<file path="src/rtl/dbus_pkg.sv">
// Shared types and helpers for the data-bus initiator: access sizes, FSM states,
// the registered bus payload, and the lane-enable/misalignment rules.
package dbus_pkg;

  localparam int unsigned XLEN = 32;
  localparam int unsigned BE_W = XLEN / 8;

  typedef enum logic [1:0] {
    LSU_BYTE = 2'd0,
    LSU_HALF = 2'd1,
    LSU_WORD = 2'd2
  } lsu_size_t;

  typedef enum logic [1:0] {
    IDLE = 2'd0,
    REQ  = 2'd1,
    WAIT = 2'd2,
    RESP = 2'd3
  } dbus_state_t;

  typedef struct packed {
    logic            we;
    logic [BE_W-1:0] be;
    logic [XLEN-1:0] addr;
    logic [XLEN-1:0] wdata;
  } dbus_req_t;

  function automatic logic [BE_W-1:0] be_for(input logic [1:0] size, input logic [1:0] off);
    logic [BE_W-1:0] be;
    case (size)
      LSU_BYTE: be = 4'b0001 << off;
      LSU_HALF: be = 4'b0011 << off;
      default:  be = 4'b1111;
    endcase
    return be;
  endfunction

  // Size 3 has no legal encoding, so it is reported as misaligned.
  function automatic logic is_misaligned(input logic [1:0] size, input logic [1:0] off);
    logic mis;
    case (size)
      LSU_BYTE: mis = 1'b0;
      LSU_HALF: mis = off[0];
      LSU_WORD: mis = (off != 2'd0);
      default:  mis = 1'b1;
    endcase
    return mis;
  endfunction

endpackage

</file>
<file path="src/rtl/data_bus.sv">
// Single-outstanding data bus between an initiator and memory/peripherals.
interface data_bus;
  import dbus_pkg::*;

  logic            req;
  logic            we;
  logic [BE_W-1:0] be;
  logic [XLEN-1:0] addr;
  logic [XLEN-1:0] wdata;
  logic            gnt;
  logic            rvalid;
  logic [XLEN-1:0] rdata;

  modport master (output req, we, be, addr, wdata, input gnt, rvalid, rdata);
  modport slave  (input req, we, be, addr, wdata, output gnt, rvalid, rdata);

endinterface

</file>
<file path="src/rtl/dbus_lane_align.sv">
// Byte-lane steering: store data and byte enables toward the bus, and load data
// extraction with sign/zero extension back toward the core.
module dbus_lane_align
  import dbus_pkg::*;
(
  input  logic [1:0]      wr_size,
  input  logic [1:0]      wr_off,
  input  logic [XLEN-1:0] wr_data,
  output logic [BE_W-1:0] be_c,
  output logic [XLEN-1:0] wdata_c,
  input  logic [1:0]      rd_size,
  input  logic [1:0]      rd_off,
  input  logic            rd_unsigned,
  input  logic [XLEN-1:0] rd_lanes,
  output logic [XLEN-1:0] rdata_c
);

  logic [XLEN-1:0] rd_shift;

  always_comb begin
    be_c     = be_for(wr_size, wr_off);
    wdata_c  = wr_data << {wr_off, 3'b000};
    rd_shift = rd_lanes >> {rd_off, 3'b000};
    case (rd_size)
      LSU_BYTE: rdata_c = {{24{!rd_unsigned && rd_shift[7]}}, rd_shift[7:0]};
      LSU_HALF: rdata_c = {{16{!rd_unsigned && rd_shift[15]}}, rd_shift[15:0]};
      default:  rdata_c = rd_shift;
    endcase
  end

endmodule

</file>
<file path="src/rtl/dbus_master.sv">
// Load/store unit bus initiator: turns one core request into one data_bus
// transaction with lane steering, misalignment rejection and a response timeout.
module dbus_master
  import dbus_pkg::*;
#(
  parameter int unsigned TIMEOUT_CYCLES = 256,
  parameter int unsigned CNT_W          = 9
) (
  input  logic            clk,
  input  logic            rst_n,
  input  logic            lsu_req,
  input  logic            lsu_we,
  input  logic [1:0]      lsu_size,
  input  logic            lsu_unsigned,
  input  logic [XLEN-1:0] lsu_addr,
  input  logic [XLEN-1:0] lsu_wdata,
  output logic            lsu_busy,
  output logic            lsu_done,
  output logic [XLEN-1:0] lsu_rdata,
  output logic            lsu_misaligned,
  output logic            lsu_err,
  data_bus.master         dbus
);

  localparam logic [CNT_W-1:0] CNT_LAST = CNT_W'(TIMEOUT_CYCLES - 1);
  localparam bit               TO_EN    = (TIMEOUT_CYCLES != 0);

  dbus_state_t     state_q, state_d;
  dbus_req_t       pl_q, pl_d;
  logic            req_q, req_d;
  logic [1:0]      off_q, off_d;
  logic [1:0]      size_q, size_d;
  logic            uns_q, uns_d;
  logic [CNT_W-1:0] cnt_q, cnt_d;
  logic            pend_mis_q, pend_mis_d;
  logic            busy_q;
  logic            done_q, done_d;
  logic            mis_q, mis_d;
  logic            err_q, err_d;
  logic [XLEN-1:0] rdata_q, rdata_d;
  logic [BE_W-1:0] be_c;
  logic [XLEN-1:0] wdata_c;
  logic [XLEN-1:0] rdata_c;
  logic            timeout_c;

  dbus_lane_align u_lane_align (
    .wr_size     (lsu_size),
    .wr_off      (lsu_addr[1:0]),
    .wr_data     (lsu_wdata),
    .be_c        (be_c),
    .wdata_c     (wdata_c),
    .rd_size     (size_q),
    .rd_off      (off_q),
    .rd_unsigned (uns_q),
    .rd_lanes    (dbus.rdata),
    .rdata_c     (rdata_c)
  );

  // Next-state and next-output logic; a misaligned access spends one silent
  // cycle in RESP before its done pulse.
  always_comb begin
    state_d    = state_q;
    pl_d       = pl_q;
    req_d      = req_q;
    off_d      = off_q;
    size_d     = size_q;
    uns_d      = uns_q;
    cnt_d      = cnt_q;
    pend_mis_d = pend_mis_q;
    done_d     = 1'b0;
    mis_d      = 1'b0;
    err_d      = 1'b0;
    rdata_d    = '0;
    timeout_c  = TO_EN && (cnt_q == CNT_LAST);

    case (state_q)
      IDLE: begin
        if (lsu_req) begin
          if (is_misaligned(lsu_size, lsu_addr[1:0])) begin
            pend_mis_d = 1'b1;
            state_d    = RESP;
          end else begin
            pl_d.we    = lsu_we;
            pl_d.be    = be_c;
            pl_d.addr  = {lsu_addr[XLEN-1:2], 2'b00};
            pl_d.wdata = wdata_c;
            off_d      = lsu_addr[1:0];
            size_d     = lsu_size;
            uns_d      = lsu_unsigned;
            req_d      = 1'b1;
            cnt_d      = '0;
            state_d    = REQ;
          end
        end
      end
      REQ: begin
        cnt_d = cnt_q + CNT_W'(1);
        if (dbus.gnt) begin
          req_d   = 1'b0;
          state_d = WAIT;
        end else if (timeout_c) begin
          req_d   = 1'b0;
          done_d  = 1'b1;
          err_d   = 1'b1;
          state_d = RESP;
        end
      end
      WAIT: begin
        cnt_d = cnt_q + CNT_W'(1);
        if (dbus.rvalid) begin
          done_d  = 1'b1;
          rdata_d = pl_q.we ? '0 : rdata_c;
          state_d = RESP;
        end else if (timeout_c) begin
          done_d  = 1'b1;
          err_d   = 1'b1;
          state_d = RESP;
        end
      end
      RESP: begin
        if (pend_mis_q) begin
          pend_mis_d = 1'b0;
          done_d     = 1'b1;
          mis_d      = 1'b1;
        end else begin
          state_d = IDLE;
        end
      end
      default: state_d = IDLE;
    endcase
  end

  always_ff @(posedge clk) begin
    if (!rst_n) begin
      state_q    <= IDLE;
      pl_q       <= '0;
      req_q      <= 1'b0;
      off_q      <= '0;
      size_q     <= '0;
      uns_q      <= 1'b0;
      cnt_q      <= '0;
      pend_mis_q <= 1'b0;
      busy_q     <= 1'b0;
      done_q     <= 1'b0;
      mis_q      <= 1'b0;
      err_q      <= 1'b0;
      rdata_q    <= '0;
    end else begin
      state_q    <= state_d;
      pl_q       <= pl_d;
      req_q      <= req_d;
      off_q      <= off_d;
      size_q     <= size_d;
      uns_q      <= uns_d;
      cnt_q      <= cnt_d;
      pend_mis_q <= pend_mis_d;
      busy_q     <= (state_d != IDLE);
      done_q     <= done_d;
      mis_q      <= mis_d;
      err_q      <= err_d;
      rdata_q    <= rdata_d;
    end
  end

  assign dbus.req       = req_q;
  assign dbus.we        = pl_q.we;
  assign dbus.be        = pl_q.be;
  assign dbus.addr      = pl_q.addr;
  assign dbus.wdata     = pl_q.wdata;
  assign lsu_busy       = busy_q;
  assign lsu_done       = done_q;
  assign lsu_misaligned = mis_q;
  assign lsu_err        = err_q;
  assign lsu_rdata      = rdata_q;

endmodule

</file>
<file path="src/flat_wrapper.sv">
// flat-port wrapper written by rule: the top's interface ports become plain ports
module dbus_master_flat import dbus_pkg::*;
#(
  parameter int unsigned TIMEOUT_CYCLES = 256,
  parameter int unsigned CNT_W          = 9
)
  (clk, rst_n, lsu_req, lsu_we, lsu_size, lsu_unsigned, lsu_addr, lsu_wdata, lsu_busy, lsu_done, lsu_rdata, lsu_misaligned, lsu_err, dbus_req, dbus_we, dbus_be, dbus_addr, dbus_wdata, dbus_gnt, dbus_rvalid, dbus_rdata);
  data_bus dbus_i ();
  input  logic clk;
  input  logic rst_n;
  input  logic lsu_req;
  input  logic lsu_we;
  input  logic [1:0] lsu_size;
  input  logic lsu_unsigned;
  input  logic [XLEN-1:0] lsu_addr;
  input  logic [XLEN-1:0] lsu_wdata;
  output logic lsu_busy;
  output logic lsu_done;
  output logic [XLEN-1:0] lsu_rdata;
  output logic lsu_misaligned;
  output logic lsu_err;
  output wire logic [$bits(dbus_i.req)-1:0] dbus_req;
  output wire logic [$bits(dbus_i.we)-1:0] dbus_we;
  output wire logic [$bits(dbus_i.be)-1:0] dbus_be;
  output wire logic [$bits(dbus_i.addr)-1:0] dbus_addr;
  output wire logic [$bits(dbus_i.wdata)-1:0] dbus_wdata;
  input wire logic [$bits(dbus_i.gnt)-1:0] dbus_gnt;
  input wire logic [$bits(dbus_i.rvalid)-1:0] dbus_rvalid;
  input wire logic [$bits(dbus_i.rdata)-1:0] dbus_rdata;
  assign dbus_req = dbus_i.req;
  assign dbus_we = dbus_i.we;
  assign dbus_be = dbus_i.be;
  assign dbus_addr = dbus_i.addr;
  assign dbus_wdata = dbus_i.wdata;
  assign dbus_i.gnt = dbus_gnt;
  assign dbus_i.rvalid = dbus_rvalid;
  assign dbus_i.rdata = dbus_rdata;
  dbus_master #(.TIMEOUT_CYCLES(TIMEOUT_CYCLES), .CNT_W(CNT_W)) u_core (.clk(clk), .rst_n(rst_n), .lsu_req(lsu_req), .lsu_we(lsu_we), .lsu_size(lsu_size), .lsu_unsigned(lsu_unsigned), .lsu_addr(lsu_addr), .lsu_wdata(lsu_wdata), .lsu_busy(lsu_busy), .lsu_done(lsu_done), .lsu_rdata(lsu_rdata), .lsu_misaligned(lsu_misaligned), .lsu_err(lsu_err), .dbus(dbus_i));
endmodule
</file>
<file path="config.mk">
export PLATFORM = sky130hd
export DESIGN_NAME = dbus_master_flat
export DESIGN_NICKNAME = d
export VERILOG_FILES = /design/src/rtl/dbus_pkg.sv /design/src/rtl/data_bus.sv /design/src/rtl/dbus_lane_align.sv /design/src/rtl/dbus_master.sv /design/src/flat_wrapper.sv
export SDC_FILE = /design/constraint.sdc
export NUM_CORES = 1
export LEC_CHECK = 0
export BUFFER_PORTS_ARGS = -buffer_cell sky130_fd_sc_hd__buf_4
export CORE_MARGIN = 5
export CORE_UTILIZATION = 42
export DETAILED_ROUTE_END_ITERATION = 7
export GPL_ROUTABILITY_DRIVEN = 0
export PLACE_DENSITY = 0.71
export SLEW_MARGIN = 20
export SYNTH_ARGS = -nofsm -noshare
export SYNTH_HDL_FRONTEND = slang
export SYNTH_SLANG_ARGS = --single-unit
</file>
<file path="constraint.sdc">
create_clock -name clk -period 2.4 [get_ports clk]
set_input_delay 0.24 -clock clk [delete_from_list [all_inputs] [get_ports clk]]
set_output_delay 0.24 -clock clk [all_outputs]
set_load 0.01 [all_outputs]
</file>
# Yosys cells after proc, flatten, opt, wreduce, memory -nomap -nowiden
# Cells that the tools add are included.
[op_classes]
multipliers = 0
mux = 30
div_mod_pow = 0
n_bitwise = 4
magnitude_cmp = 0
n_shift = 4
add_sub_neg = 1
eq_ne = 11
n_reduce_logical = 18
[op_table]
columns = ["operator", "count"]
rows = [
  ["32-bit one-hot mux with 2 select lines", 1],
  ["32-bit by 5-bit << shifter with 32-bit output", 1],
  ["32-bit by 5-bit >> shifter with 32-bit output", 1],
  ["9-bit 2-to-1 mux", 2],
  ["9-bit one-hot mux with 2 select lines", 1],
  ["1-bit 2-to-1 mux", 13],
  ["2-bit 2-to-1 mux", 6],
  ["2-bit nonzero test", 5],
  ["9-bit by 1-bit adder with 9-bit output (second input constant)", 1],
  ["9-bit by 8-bit equality test with 1-bit output (second input constant)", 1],
  ["3-bit AND reduction", 3],
  ["2-bit one-hot mux with 4 select lines", 1],
  ["4-bit one-hot mux with 2 select lines", 1],
  ["2-bit by 1-bit equality test with 1-bit output (second input constant)", 3],
  ["2-bit equality test (second input constant)", 3],
  ["2-bit zero test", 3],
  ["1-bit one-hot mux with 2 select lines", 3],
  ["1-bit one-hot mux with 3 select lines", 2],
  ["2-bit inequality test (second input constant)", 2],
  ["1-bit NOT", 4],
  ["4-bit AND reduction", 1],
  ["4-bit OR reduction", 1],
  ["1-bit by 2-bit << shifter with 4-bit output (first input constant)", 1],
  ["2-bit by 2-bit << shifter with 4-bit output (first input constant)", 1],
  ["other kinds (6)", 7],
]
[word_totals]
ff_bits = 121
rom_bits = 0
in_bits = 105
ram_bits = 0
memories = 0
wordCells = 84
output_inout_bits = 106
latchBits = 0

# Longest topological paths before layout
[logic_depth]
ltp_word = 8
mapped_depth = 9
depth_no_buf = 9

# Hierarchy
# From an unflattened synthesis, not the netlist that was laid out.
[hier_totals]
cells_unflattened = 689
hier_area_um2 = 5751.8
[modules_own_cells]
columns = ["mod", "cells_per_inst", "seq_area_each_um2", "area_each_um2", "instances"]
rows = [
  ["dbus_master", 492, 2422.3, 4491.8, 1],
  ["dbus_lane_align", 197, 0.0, 1260.0, 1],
]

# Worst setup path before layout
# Ideal clock, no wire load.
[synth_timing]
path_kind = "reg-to-reg"
start = "register u_core.state_q[1]"
end = "register u_core.pl_q, in the netlist u_core.dbus.wdata[16]"
setup_ps = 128
synth_period_minus_slack_ps = 1772
required_time_ps = 2272
path_stages_with_launch = 8
n_path_buf = 2
arrival_time_ps = 1644
setup_slack_ps = 628
path_cell_list = "dfxtp_1 -> inv_1 -> ha_1 -> clkbuf_1 -> nand4_2 -> buf_2 -> a222oi_1 -> nor2_1"
[synth_via]
elab_chain_len = 2
[synth_lines]
columns = ["item", "line_no", "source"]
rows = [
  ["start, declared", "dbus_master.sv:28", "dbus_state_t state_q, state_d;"],
  ["start signal, assigned", "dbus_master.sv:149", "state_q <= state_d;"],
  ["2-bit zero test", "dbus_master.sv:76", "case (state_q)"],
  ["3-bit AND reduction (no source line)", "-", ""],
  ["end signal, assigned", "dbus_master.sv:150", "pl_q <= pl_d;"],
  ["end, declared", "dbus_master.sv:29", "dbus_req_t pl_q, pl_d;"],
]
# No other way between the ends.
# A chain may end at the register's enable or synchronous reset.

# Final worst setup path
[layout_timing]
start = "register u_core.state_q[0]"
end = "register u_core.cnt_q[4]"
[layout_via]
elab_chain_len = 4
elab_cells_between_ends = 9
cone_classes = "eq/ne (4); mux (1); reduce/logical (4)"
[layout_lines]
columns = ["item", "line_no", "source"]
rows = [
  ["2-bit by 1-bit equality test with 1-bit output / 2-bit equality test (equally long branches)", "dbus_master.sv:76", ""],
  ["2-bit OR reduction (no source line)", "-", ""],
  ["2-bit nonzero test (no source line)", "-", ""],
  ["3-bit AND reduction (no source line)", "-", ""],
  ["end signal, assigned", "dbus_master.sv:155", "cnt_q <= cnt_d;"],
  ["end, declared", "dbus_master.sv:34", "logic [CNT_W-1:0] cnt_q, cnt_d;"],
]
# Parallel ways exist; a longest one is shown, timed or not.

==> impl_metrics.csv <==
group,metric,value,unit
status,status,"completed",
clock_network,postCtsHoldBufs,0,
synth,yosysWarnings,0,
timing,slew_headroom,65.8,%
synth,yosysMostFrequentCell,"dfxtp_1",
critical_path,cp-startpoint,"u_core.state_q[0]",
synth,ys_top_cells_by_area,"dfxtp_1, nand2_1, a21oi_1",
critical_path,worstPathMaxFanout,14,
clock_network,clk_pin_slew,0.06,ns
worst_hold_path,hold_class,"input pin to flop",
clock_network,clock-sinks,121,
die,core_area,0.0125,mm^2
power,power.switching,1970,uW
drt,via_count,5202,
clock_network,cts_buffers,17,
clock_network,root_buffer,"clkbuf_16",
power,p_clk_share,37.2,%
critical_path,critPathLaunchType,"flop",
layout,antenna_cells,0,
power,power_density,842,mW/mm^2
timing,hold_viol_final,0,
power,irDropWorstVdd,0.514,mV
synth,synth.avg_cell_area,8.73,um^2
die,rows,41,
critical_path,endpoint_kind,"flop",
layout,syn_to_final_growth,42.1,%
clock_network,worstSkewPairLatency,0.41,ns
critical_path,r2r_start,"u_core.state_q[0]",
critical_path,reg2reg_slack,0.27,ns
layout,final_cells,987,
critical_path,crit_end,"u_core.cnt_q[4]",
global_route,grt_max_degree,47,
timing,post-route-min-period,2.13,ns
drt,drc,0,
synth,synth_ff_type,"dfxtp_1",
die,die_area,0.0149,mm^2
synth,synth_sequential_area_ratio,45.8,%
drt,wirelength,16200,um
drt,initialDrtViolationCount,319,
timing,skew,0.0102,ns
layout,n_fill_cell,1090,
timing,setup_viol,0,
global_route,track_usage,21.4,%
synth,yosysTopAreaCellShare,45.8,%
timing,post-route-period-util,88.7,%
power,p_int,4360,uW
critical_path,critPathKind,"flop to flop",
synth,yosysUniqueCellTypes,54,
timing,slew_violations,0,
timing,rsz0062_at_grt,"no",
placed_design,port_buffers,208,
die,die_h,122,um
synth,synth_seq_cells,121,
timing,worst_pin_slew,0.513,ns
global_route,grt_pass1_wl,25300,um
placed_design,post-place-ws,0.311,ns
die,die_x,122,um
synth,synth_top_area_cell,"dfxtp_1",
global_route,overflow,0,
timing,fmax,0.470,GHz
synth,synth_area,0.00529,mm^2
timing,worst_slack,0.272,ns
global_route,antenna_found_initial,0,
die,initial_utilization,42.5,%
layout,layout-drive-gt1-share,34.6,%
clock_network,cts_tree,"done",
clock_network,cts_setup_buffers,0,
power,pwr-share-comb,25.6,%
clock_network,cts_resized,0,
critical_path,r2r_cells,6,
placed_design,place_inst,955,
power,seqPwrFrac,37.2,%
timing,setup_tns,0,ns
critical_path,crit_arrival,2.45,ns
power,p_leak,0.00324,uW
drt,via_per_inst,5.27,
die,ios,211,
layout,layout.nets,913,
flow_run,cap_violations,0,
drt,wl_per_cell,16.4,um
synth,synth_commonest_cells,"dfxtp_1, nand2_1, a21oi_1",
power,switching_share,31.2,%
placed_design,dpl.hpwl,12000,um
critical_path,crit_required,2.72,ns
synth,async_reset_ff_share,0,%
clock_network,htreeDepth,4,
drt,ant_nets,0,
synth,synth_cells,606,
clock_network,clockBufferDepth,2,
critical_path,rr_endpoint,"u_core.cnt_q[4]",
global_route,grt_pass1_vias,5014,
drt,dr.pass1.iters,5,
synth,synth_edf_count,0,
-- sequential cells by signal (all words and copies together) (netlist names) --
signal	count
u_core.dbus.addr	30
u_core.lsu_done	1
u_core.dbus.be	4
u_core.dbus.we	1
u_core.size_q	2
u_core.dbus.wdata	32
u_core.dbus.req	1
u_core.state_q	2
u_core.uns_q	1
u_core.pend_mis_q	1
u_core.lsu_err	1
u_core.off_q	2
u_core.lsu_busy	1
u_core.cnt_q	9
u_core.lsu_rdata	32
u_core.lsu_misaligned	1
-- area by class of cell --
cell class,count,area (um^2),area share [%]
inverters,10,37.5,0.499
multi-input cells,431,2620,34.8
clock buffers,17,425,5.66
clock inverters,15,128,1.70
repair buffers,221,1670,22.2
well taps,172,215,2.86
flip-flops and latches,121,2420,32.2
-- critical path: stages, from the launching register on --
cell,delay [ns]
dfxtp_1,0.37
inv_1,0.10
ha_1,0.39
and4bb_2,0.37
a2111oi_4,0.53
o21ai_0,0.19
o31ai_1,0.09
-- per-stage QoR --
step                      utilization, %  hold WS (ns)  area, um^2  power [uW]
after CTS                           60.3        0.0337        7520        6390
after floorplan                        -         0.350        5300        3350
after detailed placement            55.9         0.446        6970        4020
after global routing                60.3        0.0429        7520        6660
final                               60.3        0.0574        7520        6330
after global placement              55.9         0.439        6970        3960
-- layer usage --
metal | wire (um) | part of all wire [%] | GRT usage, %
met1 | 6490 | 40 | 24.7
met2 | 7960 | 49 | 36.1
met3 | 1480 | 9.2 | 8.11
met4 | 265 | 1.6 | 8.05
met5 | 0 | 0 | 0
-- worst min-delay path by stage --
| stage | start | endpoint | depth (start not counted) |
|---|---|---|---|
| after detailed placement | u_core.dbus.wdata[14] | u_core.dbus.wdata[14] | 2 |
| after global placement | u_core.dbus.wdata[7] | u_core.dbus.wdata[7] | 2 |
| after CTS | dbus_rdata[26] | u_core.lsu_rdata[26] | 2 |
| after floorplan | dbus_rdata[24] | u_core.lsu_rdata[24] | 1 |
| after global routing | dbus_rdata[26] | u_core.lsu_rdata[26] | 2 |
| final | dbus_rdata[26] | u_core.lsu_rdata[26] | 2 |
-- power groups by stage --
stage	Combinational, uW	Clock [uW]	Sequential (uW)
floorplan	901	0	2440
global placement	1570	0	2390
detailed placement	1620	0	2400
CTS	1630	2410	2360
global route	1790	2490	2380
finish	1620	2350	2360
-- kinds of logic (layout without fill, tap and decap cells) --
family / Yosys count / count (layout) / synth area share, %
DFF: 121 / 121 / 45.8
and+or+nand+nor: 211 / 211 / 18.4
other: 1 / 2 / 0.0709
muxes: 44 / 44 / 8.94
adders and majority gates: 7 / 7 / 1.61
buffers and inverters: 55 / 263 / 4.99
AOI/OAI and AO/OA: 167 / 167 / 20.2
-- cells in the final DEF, fill, tap and decap left out, types with 3 or more instances in the layout --
master / synthesis / routed
a211oi_1: 17 / 17
a21o_1: 9 / 9
a21oi_1: 72 / 72
a221oi_1: 4 / 4
a222oi_1: 4 / 4
and2_1: 10 / 10
and3_1: 4 / 4
buf_4: 4 / 220
clkbuf_16: 0 / 17
clkinv_2: 0 / 5
clkinvlp_4: 0 / 5
dfxtp_1: 121 / 121
ha_1: 6 / 6
inv_1: 9 / 8
mux2_2: 16 / 16
mux2i_1: 27 / 27
nand2_1: 114 / 114
nand2b_1: 4 / 4
nand3_1: 21 / 21
nor2_1: 27 / 27
nor2b_1: 10 / 10
nor3_1: 8 / 8
o211ai_1: 13 / 13
o21ai_0: 26 / 26
o31ai_1: 5 / 5
or3_1: 3 / 3
Note: power is estimated with default switching activity, not from simulation.
